### src/rtl/plot_arbiter_if.sv
`default_nettype none
// ============================================================================
// plot_arbiter_if : request/pixel bus between the drawers and the VGA arbiter
// Revision: 1.0
// ============================================================================
interface plot_arbiter_if;
    logic [2:0]  req;
    logic [23:0] x_in;
    logic [20:0] y_in;
    logic [8:0]  colour_in;
    logic [2:0]  ack;
    logic        busy;
    logic [7:0]  vga_x;
    logic [6:0]  vga_y;
    logic [2:0]  vga_colour;
    logic        vga_plot;

    modport master (
        output req, x_in, y_in, colour_in,
        input  ack, busy, vga_x, vga_y, vga_colour, vga_plot
    );

    modport slave (
        input  req, x_in, y_in, colour_in,
        output ack, busy, vga_x, vga_y, vga_colour, vga_plot
    );
endinterface
`default_nettype wire

### src/rtl/plot_arbiter.sv
`default_nettype none
// ============================================================================
// plot_arbiter : round-robin sharing of the VGA write port, one box per grant
// Revision: 1.0
// ============================================================================
module plot_arbiter #(
    parameter int BOX_W = 4,
    parameter int BOX_H = 4,
    parameter int X_MAX = 160,
    parameter int Y_MAX = 120
) (
    input  wire logic       clk,
    input  wire logic       reset,
    plot_arbiter_if.slave   bus
);
    typedef enum logic [1:0] {
        S_IDLE = 2'd0,
        S_DRAW = 2'd1,
        S_DONE = 2'd2
    } state_t;

    localparam logic [3:0] C_CX_LAST = 4'(BOX_W - 1);
    localparam logic [3:0] C_CY_LAST = 4'(BOX_H - 1);
    localparam logic [8:0] C_X_MAX   = 9'(X_MAX);
    localparam logic [7:0] C_Y_MAX   = 8'(Y_MAX);

    state_t     r_state;
    logic [1:0] r_last;
    logic [7:0] r_base_x;
    logic [6:0] r_base_y;
    logic [2:0] r_colour;
    logic [3:0] r_cx;
    logic [3:0] r_cy;
    logic [2:0] r_ack;
    logic       r_busy;
    logic [7:0] r_vga_x;
    logic [6:0] r_vga_y;
    logic [2:0] r_vga_colour;
    logic       r_vga_plot;

    logic       w_any;
    logic [1:0] w_grant;
    logic [7:0] w_sel_x;
    logic [6:0] w_sel_y;
    logic [2:0] w_sel_colour;
    logic       w_row_end;
    logic       w_last_px;
    logic [3:0] w_ncx;
    logic [3:0] w_ncy;
    logic [7:0] w_px_bx;
    logic [6:0] w_px_by;
    logic [3:0] w_px_cx;
    logic [3:0] w_px_cy;
    logic [8:0] w_sum_x;
    logic [7:0] w_sum_y;
    logic       w_on_screen;

    // Search order starts just after the last winner so every requester rotates to the front.
    always_comb begin
        w_any   = |bus.req;
        w_grant = 2'd0;
        case (r_last)
            2'd0:    w_grant = bus.req[1] ? 2'd1 : (bus.req[2] ? 2'd2 : 2'd0);
            2'd1:    w_grant = bus.req[2] ? 2'd2 : (bus.req[0] ? 2'd0 : 2'd1);
            default: w_grant = bus.req[0] ? 2'd0 : (bus.req[1] ? 2'd1 : 2'd2);
        endcase
    end

    assign w_sel_x      = bus.x_in[8*w_grant +: 8];
    assign w_sel_y      = bus.y_in[7*w_grant +: 7];
    assign w_sel_colour = bus.colour_in[3*w_grant +: 3];

    assign w_row_end = (r_cx == C_CX_LAST);
    assign w_last_px = w_row_end && (r_cy == C_CY_LAST);
    assign w_ncx     = w_row_end ? 4'd0 : r_cx + 4'd1;
    assign w_ncy     = w_row_end ? r_cy + 4'd1 : r_cy;

    // Outputs are registered, so the pixel being loaded is the one for the next cycle.
    assign w_px_bx     = (r_state == S_IDLE) ? w_sel_x : r_base_x;
    assign w_px_by     = (r_state == S_IDLE) ? w_sel_y : r_base_y;
    assign w_px_cx     = (r_state == S_IDLE) ? 4'd0 : w_ncx;
    assign w_px_cy     = (r_state == S_IDLE) ? 4'd0 : w_ncy;
    assign w_sum_x     = {1'b0, w_px_bx} + {5'b0, w_px_cx};
    assign w_sum_y     = {1'b0, w_px_by} + {4'b0, w_px_cy};
    assign w_on_screen = (w_sum_x < C_X_MAX) && (w_sum_y < C_Y_MAX);

    always_ff @(posedge clk or posedge reset) begin
        if (reset) begin
            r_state      <= S_IDLE;
            r_last       <= 2'd2;
            r_base_x     <= 8'd0;
            r_base_y     <= 7'd0;
            r_colour     <= 3'd0;
            r_cx         <= 4'd0;
            r_cy         <= 4'd0;
            r_ack        <= 3'd0;
            r_busy       <= 1'b0;
            r_vga_x      <= 8'd0;
            r_vga_y      <= 7'd0;
            r_vga_colour <= 3'd0;
            r_vga_plot   <= 1'b0;
        end else begin
            case (r_state)
                S_IDLE: begin
                    if (w_any) begin
                        r_last       <= w_grant;
                        r_base_x     <= w_sel_x;
                        r_base_y     <= w_sel_y;
                        r_colour     <= w_sel_colour;
                        r_cx         <= 4'd0;
                        r_cy         <= 4'd0;
                        r_busy       <= 1'b1;
                        r_vga_x      <= w_sum_x[7:0];
                        r_vga_y      <= w_sum_y[6:0];
                        r_vga_colour <= w_sel_colour;
                        r_vga_plot   <= w_on_screen;
                        r_state      <= S_DRAW;
                    end
                end
                S_DRAW: begin
                    if (w_last_px) begin
                        r_vga_plot <= 1'b0;
                        r_ack      <= 3'b001 << r_last;
                        r_state    <= S_DONE;
                    end else begin
                        r_cx         <= w_ncx;
                        r_cy         <= w_ncy;
                        r_vga_x      <= w_sum_x[7:0];
                        r_vga_y      <= w_sum_y[6:0];
                        r_vga_colour <= r_colour;
                        r_vga_plot   <= w_on_screen;
                    end
                end
                S_DONE: begin
                    r_ack   <= 3'd0;
                    r_busy  <= 1'b0;
                    r_state <= S_IDLE;
                end
                default: begin
                    r_ack      <= 3'd0;
                    r_busy     <= 1'b0;
                    r_vga_plot <= 1'b0;
                    r_state    <= S_IDLE;
                end
            endcase
        end
    end

    assign bus.ack        = r_ack;
    assign bus.busy       = r_busy;
    assign bus.vga_x      = r_vga_x;
    assign bus.vga_y      = r_vga_y;
    assign bus.vga_colour = r_vga_colour;
    assign bus.vga_plot   = r_vga_plot;
endmodule
`default_nettype wire
### src/flat_wrapper.sv
// flat-port wrapper written by rule: the top's interface ports become plain ports
module plot_arbiter_flat 
#(
    parameter int BOX_W = 4,
    parameter int BOX_H = 4,
    parameter int X_MAX = 160,
    parameter int Y_MAX = 120
)
  (clk, reset, bus_req, bus_x_in, bus_y_in, bus_colour_in, bus_ack, bus_busy, bus_vga_x, bus_vga_y, bus_vga_colour, bus_vga_plot);
  plot_arbiter_if bus_i ();
  input  wire logic clk;
  input  wire logic reset;
  input wire logic [$bits(bus_i.req)-1:0] bus_req;
  input wire logic [$bits(bus_i.x_in)-1:0] bus_x_in;
  input wire logic [$bits(bus_i.y_in)-1:0] bus_y_in;
  input wire logic [$bits(bus_i.colour_in)-1:0] bus_colour_in;
  output wire logic [$bits(bus_i.ack)-1:0] bus_ack;
  output wire logic [$bits(bus_i.busy)-1:0] bus_busy;
  output wire logic [$bits(bus_i.vga_x)-1:0] bus_vga_x;
  output wire logic [$bits(bus_i.vga_y)-1:0] bus_vga_y;
  output wire logic [$bits(bus_i.vga_colour)-1:0] bus_vga_colour;
  output wire logic [$bits(bus_i.vga_plot)-1:0] bus_vga_plot;
  assign bus_i.req = bus_req;
  assign bus_i.x_in = bus_x_in;
  assign bus_i.y_in = bus_y_in;
  assign bus_i.colour_in = bus_colour_in;
  assign bus_ack = bus_i.ack;
  assign bus_busy = bus_i.busy;
  assign bus_vga_x = bus_i.vga_x;
  assign bus_vga_y = bus_i.vga_y;
  assign bus_vga_colour = bus_i.vga_colour;
  assign bus_vga_plot = bus_i.vga_plot;
  plot_arbiter #(.BOX_W(BOX_W), .BOX_H(BOX_H), .X_MAX(X_MAX), .Y_MAX(Y_MAX)) u_core (.clk(clk), .reset(reset), .bus(bus_i));
endmodule
### config.mk
export PLATFORM = sky130hd
export DESIGN_NAME = plot_arbiter_flat
export DESIGN_NICKNAME = d
export VERILOG_FILES = /design/src/rtl/plot_arbiter_if.sv /design/src/rtl/plot_arbiter.sv /design/src/flat_wrapper.sv
export SDC_FILE = /design/constraint.sdc
export NUM_CORES = 1
export LEC_CHECK = 0
export BUFFER_PORTS_ARGS = -buffer_cell sky130_fd_sc_hd__buf_2
export CAP_MARGIN = 20
export CORE_ASPECT_RATIO = 2
export CORE_MARGIN = 4
export CORE_UTILIZATION = 51
export DETAILED_ROUTE_END_ITERATION = 10
export PLACE_DENSITY = 0.84
export SYNTH_ARGS = -nofsm -noshare
export SYNTH_HDL_FRONTEND = slang
export SYNTH_SLANG_ARGS = --single-unit
### constraint.sdc
create_clock -name clk -period 8.9 [get_ports clk]
set_input_delay 1.78 -clock clk [delete_from_list [all_inputs] [get_ports clk]]
set_output_delay 1.78 -clock clk [all_outputs]
set_load 0.02 [all_outputs]
==> run_results.csv <==
group,metric,value,unit
routing,post-route-drc-count,0,
worst_setup_path,rrSetupSlack,5.05,ns
sta,fin_crit,4.95,ns
place,dp.final_hpwl,6670,um
synth,ys.flop_type,"dfrtp_1",
place,gp_congestion,0.884,
finish,drive_gt1_frac,0.221,
sta,skew,0.00814,ns
routing,wl_per_cell,15.1,um
synth,yosysWarnings,0,
grt,grt_util_all_layers,0.220,
power,ir_drop,0.162,mV
worst_setup_path,critPathBufInv,2,
die,core_area,0.00657,mm^2
sta,fin_setup_tns,0,ns
synth,async_flop_share,1.00,
synth,synth_edf_count,0,
clocking,cts.clk_slew.worst_paths,0.07,ns
worst_setup_path,crit_chain,"buf_2, or4b_4, nand3_4, mux2i_1, nor2_1, a21oi_1, o21ai_0, ha_1, inv_1, fa_1, nor2b_1, o21ai_0, nor2b_1, a211oi_1, nand4_1, o311a_1, a31o_1",
routing,drt-total-wl,8540,um
worst_setup_path,r2r_end,"u_core.bus.vga_plot",
clocking,cts_sinks,53,
power,p_per_area,379,mW/mm^2
sta,slew_headroom,0.431,
synth,syn_area_per_cell,8.46,um^2
worst_setup_path,cp.depth,17,
routing,dr.pass1.iters,4,
run,max_cap_viol_count,0,
worst_setup_path,path_class,"primary input to register",
clocking,cts-htree-levels,2,
worst_setup_path,rr_worst_depth,16,
synth,synthesis.area,0.00344,mm^2
min_path,hold_path.startpoint,"u_core.bus.vga_y[0]",
finish,area_growth,16.7,%
sta,rsz0062_at_grt,"false",
sta,finalHoldViolCount,0,
die,die_x,66.1,um
worst_setup_path,worstPathRequired,9.09,ns
finish,diodes,0,
grt,grt_start_max_net_pins,54,
worst_setup_path,cp_max_fo,19,
sta,post-route-period-util,0.556,
worst_setup_path,cpPeakStageDelay,0.54,ns
sta,finalMaxSlewViolations,0,
synth,yosysSeqAreaShare,0.386,
die,die_y,124,um
worst_setup_path,critPathTopFamily,"simple AND/OR/NAND/NOR gates",
routing,num_vias,3078,
worst_setup_path,cp-start-kind,"primary input",
place,dp_slack,3.68,ns
clocking,clock-root-buffer,"clkbuf_16",
min_path,worstHoldEndpoint,"u_core.bus.vga_y[0]",
clocking,cts_buffers,5,
synth,synth-seq-cells,53,
place,portBuffers,81,
clocking,tritoncts,"built",
finish,final_net_count,546,
grt,grt_pass1_vias,2955,
power,leakagePower,1.93,nW
clocking,hold_buffers,0,
routing,via_per_inst,5.46,
sta,tightestPinTransition,0.854,ns
min_path,min_path_type,"register to register",
die,io_pins,82,
worst_setup_path,crit_path_end_kind,"register",
clocking,post_cts_buffers,0,
synth,synthesis.nets,478,
die,start_util,0.524,
worst_setup_path,worstPathArrival,5.14,ns
die,dieArea,0.00821,mm^2
sta,fmax,202,MHz
worst_setup_path,cp_slowest_cell,"or4b_4",
clocking,clockBufferDepth,2,
grt,gr-total-overflow,0,
clocking,cts_resized,0,
sta,setup_viol_count_final,0,
synth,synthCells,407,
grt,grt_first_pass_wirelength,13700,um
die,row_count,42,
grt,antenna_found_initial,0,
sta,fin_ws,3.95,ns
routing,drt_iter0_markers,101,
outcome,status,"finished, final reports clean",
worst_setup_path,rr_startpoint,"u_core.r_last[0]",
synth,ys_types,61,
min_path,worstHoldPathCells,2,
routing,ant_nets,0,
clocking,clock_latency,0.30,ns
## placed cells by master, fill, tap and decap left out, types with 2 or more instances in the layout
cell / count
dfrtp_1: 52
and3_1: 3
a221o_1: 6
o32ai_1: 4
clkbuf_1: 2
nand4_1: 3
nand3_1: 5
xor2_1: 9
clkbuf_16: 5
o21bai_1: 3
xnor2_1: 6
ha_1: 10
buf_2: 81
a21oi_1: 32
a31oi_2: 3
o31ai_1: 4
fa_1: 2
buf_4: 2
mux2i_1: 12
nor3_1: 5
a211oi_1: 4
nor2_1: 46
nand2_1: 68
o21ai_0: 28
inv_1: 12
a21o_1: 8
nand2b_1: 7
and2_1: 2
nor2b_1: 8
a31oi_1: 10
nor3b_1: 2
## layout make-up
| cell class | instances | area, um^2 |
|---|---|---|
| Timing Repair Buffer | 84 | 440 |
| Clock inverter | 1 | 5.00 |
| Sequential cell | 53 | 1330 |
| Inverter | 14 | 52.6 |
| Clock buffer | 7 | 133 |
| Tap cell | 88 | 110 |
| Multi-Input combinational cell | 317 | 1950 |
| Fill cell | 597 | 2550 |
## layer usage
layer,global-route usage,vias to the layer above,part of all wire
li1,-,1559,-
met1,0.238,1397,0.36
met2,0.385,96,0.55
met3,0.0424,26,0.044
met4,0.134,0,0.045
met5,0,-,0
## flip-flops by register name, summed over array words and instances, names as in the netlist
signal / cells
u_core.bus.ack: 3
u_core.bus.busy: 1
u_core.bus.vga_colour: 3
u_core.bus.vga_plot: 1
u_core.bus.vga_x: 8
u_core.bus.vga_y: 7
u_core.r_base_x: 8
u_core.r_base_y: 7
u_core.r_colour: 3
u_core.r_cx: 4
u_core.r_cy: 4
u_core.r_last: 2
u_core.r_state: 2
## worst min-delay path, cell delays in order, from the launching register on
cell and delay, ns:
dfrtp_1 0.34, nand2_1 0.05, nand2_1 0.05
## power breakdown
group          internal (W)  total (W)  switching [W]
Clock              0.000104   0.000192      0.0000874
Sequential         0.000361   0.000444      0.0000832
Combinational      0.000352   0.000886       0.000534
## cells in the mapped netlist, types with 8 or more instances
| cell | count | area (um^2) |
|---|---|---|
| o21ai_0 | 28 | 140 |
| xor2_1 | 9 | 78.8 |
| clkbuf_1 | 13 | 48.8 |
| nor2_1 | 46 | 173 |
| a31oi_1 | 10 | 62.6 |
| nor2b_1 | 8 | 50.1 |
| inv_1 | 13 | 48.8 |
| ha_1 | 10 | 125 |
| a21o_1 | 8 | 60.1 |
| a21oi_1 | 32 | 160 |
| nand2_1 | 68 | 255 |
| mux2i_1 | 12 | 120 |
| dfrtp_1 | 52 | 1300 |
## metrics by stage
stage	total power [W]	cell area (um^2)	hold WS, ns	util	instances
3_5_place_dp	0.00133	3860	0.462	0.587	555
5_1_grt	0.00166	4020	0.496	0.611	564
6_report	0.00152	4020	0.471	0.611	564
3_3_place_gp	0.00130	3860	0.446	0.587	555
4_1_cts	0.00152	4000	0.478	0.608	563
2_1_floorplan	0.00111	3440	0.446	-	407
## kinds of logic after synthesis
kind of cell    Yosys count  share of synthesized area
simple gates            163                      0.224
compound gates          114                      0.218
flops                    53                      0.386
buf+inv                  37                     0.0483
xor+xnor                 15                     0.0382
mux                      13                     0.0382
fa+ha+maj                12                     0.0480
## worst max-delay path by stage
stage,start,to,slack [ns]
final,bus_req[2],u_core.bus.vga_plot,3.95
after global routing,bus_req[2],u_core.bus.vga_plot,3.75
after CTS,bus_req[2],u_core.bus.vga_plot,3.97
after detailed placement,bus_req[2],u_core.bus.vga_plot,3.68
after global placement,bus_req[2],u_core.bus.vga_plot,3.80
after floorplan,bus_req[2],u_core.bus.vga_plot,4.11
(Power assumes the default switching activity.)
